$ cat src/rtl/rf_dump_reader.sv
// Register-file dump reader: walks RF addresses FIRST_REG..LAST_REG and streams each
// 32-bit value as 8 ASCII hex chars (MSB nibble first) plus TERM_CHAR on a valid/ready byte port.
module rf_dump_reader #(
  parameter int unsigned FIRST_REG = 0,
  parameter int unsigned LAST_REG  = 31,
  parameter logic [7:0]  TERM_CHAR = 8'h0A,
  parameter bit          UPPERCASE = 1'b1
) (
  input  logic        clk,
  input  logic        reset,
  input  logic        start,
  input  logic        abort,
  output logic        busy,
  output logic        done,
  output logic [4:0]  rf_addr,
  input  logic [31:0] rf_data,
  output logic [7:0]  char_out,
  output logic        char_valid,
  input  logic        char_ready
);

  localparam int         NIBS       = 8;
  localparam logic [4:0] FIRST_IDX  = FIRST_REG[4:0];
  localparam logic [4:0] LAST_IDX   = LAST_REG[4:0];
  localparam logic [7:0] ALPHA_BASE = UPPERCASE ? 8'h41 : 8'h61;
  localparam logic [3:0] TERM_NIB   = 4'd8;

  typedef enum logic [1:0] {S_IDLE, S_FETCH, S_EMIT, S_DONE} state_e;

  state_e      state_q, state_d;
  logic [4:0]  idx_q, idx_d;
  logic [4:0]  addr_q, addr_d;
  logic [31:0] shadow_q, shadow_d;
  logic [3:0]  nib_q, nib_d;

  // All eight hex chars of the captured value, indexed by nibble position (7 = MSB).
  logic [NIBS-1:0][7:0] hex_c;
  for (genvar g = 0; g < NIBS; g++) begin : g_hex
    logic [3:0] n;
    assign n        = shadow_q[4*g +: 4];
    assign hex_c[g] = (n < 4'd10) ? (8'h30 + {4'h0, n})
                                  : (ALPHA_BASE + {4'h0, n} - 8'd10);
  end

  logic [2:0] hex_sel;
  logic [7:0] cur_char;
  logic       hs;

  assign hex_sel  = 3'd7 - nib_q[2:0];
  assign cur_char = (nib_q == TERM_NIB) ? TERM_CHAR : hex_c[hex_sel];
  assign hs       = char_valid & char_ready;

  always_ff @(posedge clk or negedge reset) begin
    if (!reset) begin
      state_q  <= S_IDLE;
      idx_q    <= '0;
      addr_q   <= '0;
      shadow_q <= '0;
      nib_q    <= '0;
    end else begin
      state_q  <= state_d;
      idx_q    <= idx_d;
      addr_q   <= addr_d;
      shadow_q <= shadow_d;
      nib_q    <= nib_d;
    end
  end

  always_comb begin
    state_d  = state_q;
    idx_d    = idx_q;
    addr_d   = addr_q;
    shadow_d = shadow_q;
    nib_d    = nib_q;
    if (state_q != S_IDLE && abort) begin
      state_d = S_IDLE;
      addr_d  = '0;
    end else begin
      case (state_q)
        S_IDLE: if (start && !abort) begin
          state_d = S_FETCH;
          idx_d   = FIRST_IDX;
          addr_d  = FIRST_IDX;
        end
        S_FETCH: begin
          shadow_d = rf_data;
          nib_d    = '0;
          state_d  = S_EMIT;
        end
        S_EMIT: if (hs) begin
          if (nib_q != TERM_NIB) begin
            nib_d = nib_q + 4'd1;
          end else if (idx_q == LAST_IDX) begin
            state_d = S_DONE;
          end else begin
            idx_d   = idx_q + 5'd1;
            addr_d  = idx_q + 5'd1;
            state_d = S_FETCH;
          end
        end
        S_DONE:  state_d = S_IDLE;
        default: state_d = S_IDLE;
      endcase
    end
  end

  always_comb begin
    busy       = (state_q != S_IDLE);
    done       = (state_q == S_DONE);
    char_valid = (state_q == S_EMIT);
    char_out   = char_valid ? cur_char : 8'h00;
    rf_addr    = addr_q;
  end

endmodule

$ cat config.mk
export PLATFORM = sky130hd
export DESIGN_NAME = rf_dump_reader
export DESIGN_NICKNAME = d
export VERILOG_FILES = /design/src/rtl/rf_dump_reader.sv
export SDC_FILE = /design/constraint.sdc
export NUM_CORES = 1
export LEC_CHECK = 0
export ABC_AREA = 1
export CAP_MARGIN = 20
export CORE_MARGIN = 3
export CORE_UTILIZATION = 49
export DETAILED_ROUTE_END_ITERATION = 6
export PLACE_DENSITY = 0.77
export SYNTH_ARGS = -nofsm -noshare
export SYNTH_HDL_FRONTEND = slang
export SYNTH_SLANG_ARGS = --single-unit
$ cat constraint.sdc
create_clock -name clk -period 1.8 [get_ports clk]
set_input_delay 0.45 -clock clk [delete_from_list [all_inputs] [get_ports clk]]
set_output_delay 0.45 -clock clk [all_outputs]
set_load 0.02 [all_outputs]
==> impl_metrics.ini <==
[outcome]
status = finished, violations left
failed_checks = DRC, setup timing

[drt]
drt-vias-per-instance = 6.41
vias = 4562
dr.pass1.iters = 7
antenna_left = 0
drtIter0Drc = 738
drc = 17
routed_wl_um = 15200
wl_per_cell_um = 21.4

[place]
gp_congestion = 0.932
post-place-ws_ns = -0.541
io_buffers = 51
place_inst = 672
hpwl_um = 7040
dpl_cell_area_um2 = 4460

[logic_synthesis]
ys_seq_elements = 48
yosys_warnings = 0
synth_xor_area_frac = 0.00518
ys_seq_area_frac = 0.355
synthAdderAreaFrac = 0.0444
synthSimpleGateAreaFrac = 0.413
avgSynthCellArea_um2 = 6.80
synthMuxAreaShare = 0
synth_area_um2 = 3380
synth_compound_area_frac = 0.0844
synth.distinct_cells = 27
synth_top_family_by_area = simple AND/OR/NAND/NOR gates
synth_fp_nets = 546
postSynthCellCount = 497

[layout]
drive_above_1_share = 0.474
diodes = 0
instances_no_fill = 712
syn2layout_area_growth_pct = 66.6
nets = 683
utilization = 0.863
postLayoutCellArea_um2 = 5640

[power_and_ir_drop]
cellPowerDensity_nw_per_um2 = 1820
p_leak_uw = 0.00268
max-vdd-ir-drop_v = 0.00107

[setup_path]
r2r-end = shadow_q[11]$_DFFE_PN0P_
reg2reg_depth = 13
r2r_slack_ns = -0.28
r2r-start = nib_q[1]$_DFFE_PN0P_
cp-startpoint = nib_q[0]$_DFFE_PN0P_
critical_path_required_ns = 1.35
crit_type = flop to primary output
critPathCaptureType = primary output
arrival_ns = 2.06
cp_max_fo = 6
crit_path_end = char_out[1]
setup.worst_path.start_class = flop

[die]
dieArea_um2 = 7940
die_w_um = 89.1
io_pins = 53
coreArea_um2 = 6530
die_h_um = 89.1
std_cell_rows = 29
start_util = 0.518

[global_route]
grt-ovfl-total = 0
grt_pass1_vias = 3786
grt_max_degree = 49
antenna_found_initial = 0
track_usage = 0.263
grt_pass1_wl_um = 16600

[clocking]
h-tree-depth = 2
clk_root_buffer_cell = clkbuf_8
cts_hold_buffers = 0
clock-sinks = 48
clk_pin_slew_ns = 0.11
insertion_delay_ns = 0.32
cts_tree = yes
clockBufferDepth = 2
cts_made_buffers = 5

[timing]
fmax_mhz = 398
timing.final.crit_period_ns = 2.51
timing.final.crit_share = 1.40
fin_skew_ns = 0.0137
setup_viol = 53
worst_slack_ns = -0.712
drv_slew = 0
final_hold_viol_count = 0
rsz0062_at_grt = yes

[worst_hold_path]
hold_class = primary input to asynchronous set/reset pin

[flow_run]
maxCapViolCount = 0
final cells by class:
| type | instances | area (µm²) |
|---|---|---|
| repair buffers | 150 | 1470 |
| multi-input cells | 377 | 2530 |
| clock buffers | 5 | 68.8 |
| flip-flops and latches | 48 | 1210 |
| fillers | 302 | 896 |
| clock inverters | 3 | 46.3 |
| well taps | 77 | 96.3 |
| inverters | 52 | 215 |
cell usage after synthesis:
cell | instances | area [µm²]
a21oi_1 | 18 | 90.1
a31oi_1 | 1 | 6.26
buf_12 | 2 | 40.0
buf_2 | 8 | 40.0
buf_4 | 2 | 15.0
buf_6 | 1 | 11.3
clkbuf_1 | 7 | 26.3
conb_1 | 1 | 3.75
dfrtp_1 | 48 | 1200
ha_1 | 12 | 150
inv_1 | 49 | 184
inv_2 | 3 | 11.3
nand2_1 | 163 | 612
nand2_2 | 2 | 12.5
nand3_1 | 66 | 330
nand3_2 | 22 | 220
nand4_1 | 1 | 6.26
nor2_1 | 47 | 176
nor2_2 | 1 | 6.26
nor2_4 | 1 | 11.3
nor3_1 | 3 | 15.0
o211ai_1 | 1 | 7.51
o21ai_0 | 33 | 165
o21ai_2 | 1 | 8.76
o31ai_1 | 1 | 7.51
or2_1 | 1 | 6.26
xor2_1 | 2 | 17.5
registers in the layout (all words and copies together), names as in the netlist:
name / cells
shadow_q: 32
rf_addr: 5
idx_q: 5
state_q: 2
nib_q: 4
worst min path at each step:
| stage | start | to | slack [ns] | cells past startpoint |
|---|---|---|---|---|
| 6_report | reset | shadow_q[24]$_DFFE_PN0P_ | 0.08 | 2 |
| 4_1_cts | reset | shadow_q[24]$_DFFE_PN0P_ | 0.12 | 2 |
| 3_3_place_gp | reset | shadow_q[24]$_DFFE_PN0P_ | 0.45 | 2 |
| 3_5_place_dp | reset | shadow_q[24]$_DFFE_PN0P_ | 0.46 | 2 |
| 5_1_grt | reset | shadow_q[0]$_DFFE_PN0P_ | 0.13 | 2 |
| 2_1_floorplan | reset | idx_q[0]$_DFFE_PN0P_ | 0.15 | 0 |
through the flow:
stage	power, µW	hold WS [ns]	TNS [ns]
finish	10300	0.0816	-13.48
global route	10700	0.126	-16.16
CTS	7640	0.122	-7.90
detailed placement	6340	0.457	-4.00
global placement	6100	0.454	-3.27
floorplan	4480	0.154	-0.323
layout by cell type (no fill, tap or decap), types with 3 or more instances in the layout:
cell type / count
o21ai_1: 12
clkbuf_16: 6
clkbuf_8: 5
nand3_1: 46
o21ai_0: 11
a21oi_2: 5
buf_4: 78
buf_2: 3
inv_2: 14
ha_4: 6
dfrtp_1: 42
o21ai_2: 9
a21oi_1: 13
nor2_4: 11
buf_6: 13
nand2_2: 42
inv_1: 35
nand2_4: 21
dfrtp_2: 6
buf_12: 6
nand2_1: 101
nor2_2: 17
ha_1: 4
nand3_2: 39
nor2_1: 21
clkdlybuf4s50_1: 39
nand3_4: 3
repair_timing:
item | 4_1_cts | 5_1_grt
pin swaps | 12 | 32
setup buffers | 9 | 17
setup endpoints to repair | 52 | 59
gates cloned | 1 | 8
gates resized for setup | 86 | 189
critical path, stage by stage (launching register included):
cell	delay [ns]
dfrtp_2	0.45
clkinv_4	0.12
ha_4	0.20
a21oi_1	0.38
nand3_1	0.18
nor2_1	0.20
nor2_2	0.08
buf_6	0.13
power by group:
| part | internal [µW] | total, µW | switching [µW] |
|---|---|---|---|
| Clock | 420 | 853 | 433 |
| Sequential | 1490 | 2000 | 513 |
| Combinational | 3200 | 7420 | 4220 |
| Total | 5110 | 10300 | 5170 |
cell families (layout without fill, tap and decap cells):
kind of cell / Yosys count / after routing
other: 1 / 1
buffers and inverters: 72 / 210
adders and majority gates: 12 / 12
and+or+nand+nor: 307 / 307
xor gates and xnor gates: 2 / 2
AOI/OAI and AO/OA: 55 / 55
DFF: 48 / 48
layer usage:
| layer | wire length (µm) | global-route usage | vias up |
|---|---|---|---|
| met2 | 7170 | 0.485 | 425 |
| li1 | - | - | 1875 |
| met4 | 1200 | 0.0771 | 0 |
| met3 | 1560 | 0.0387 | 160 |
| met5 | 0 | 0 | - |
| met1 | 5300 | 0.314 | 2102 |
(Power assumes the default switching activity.)
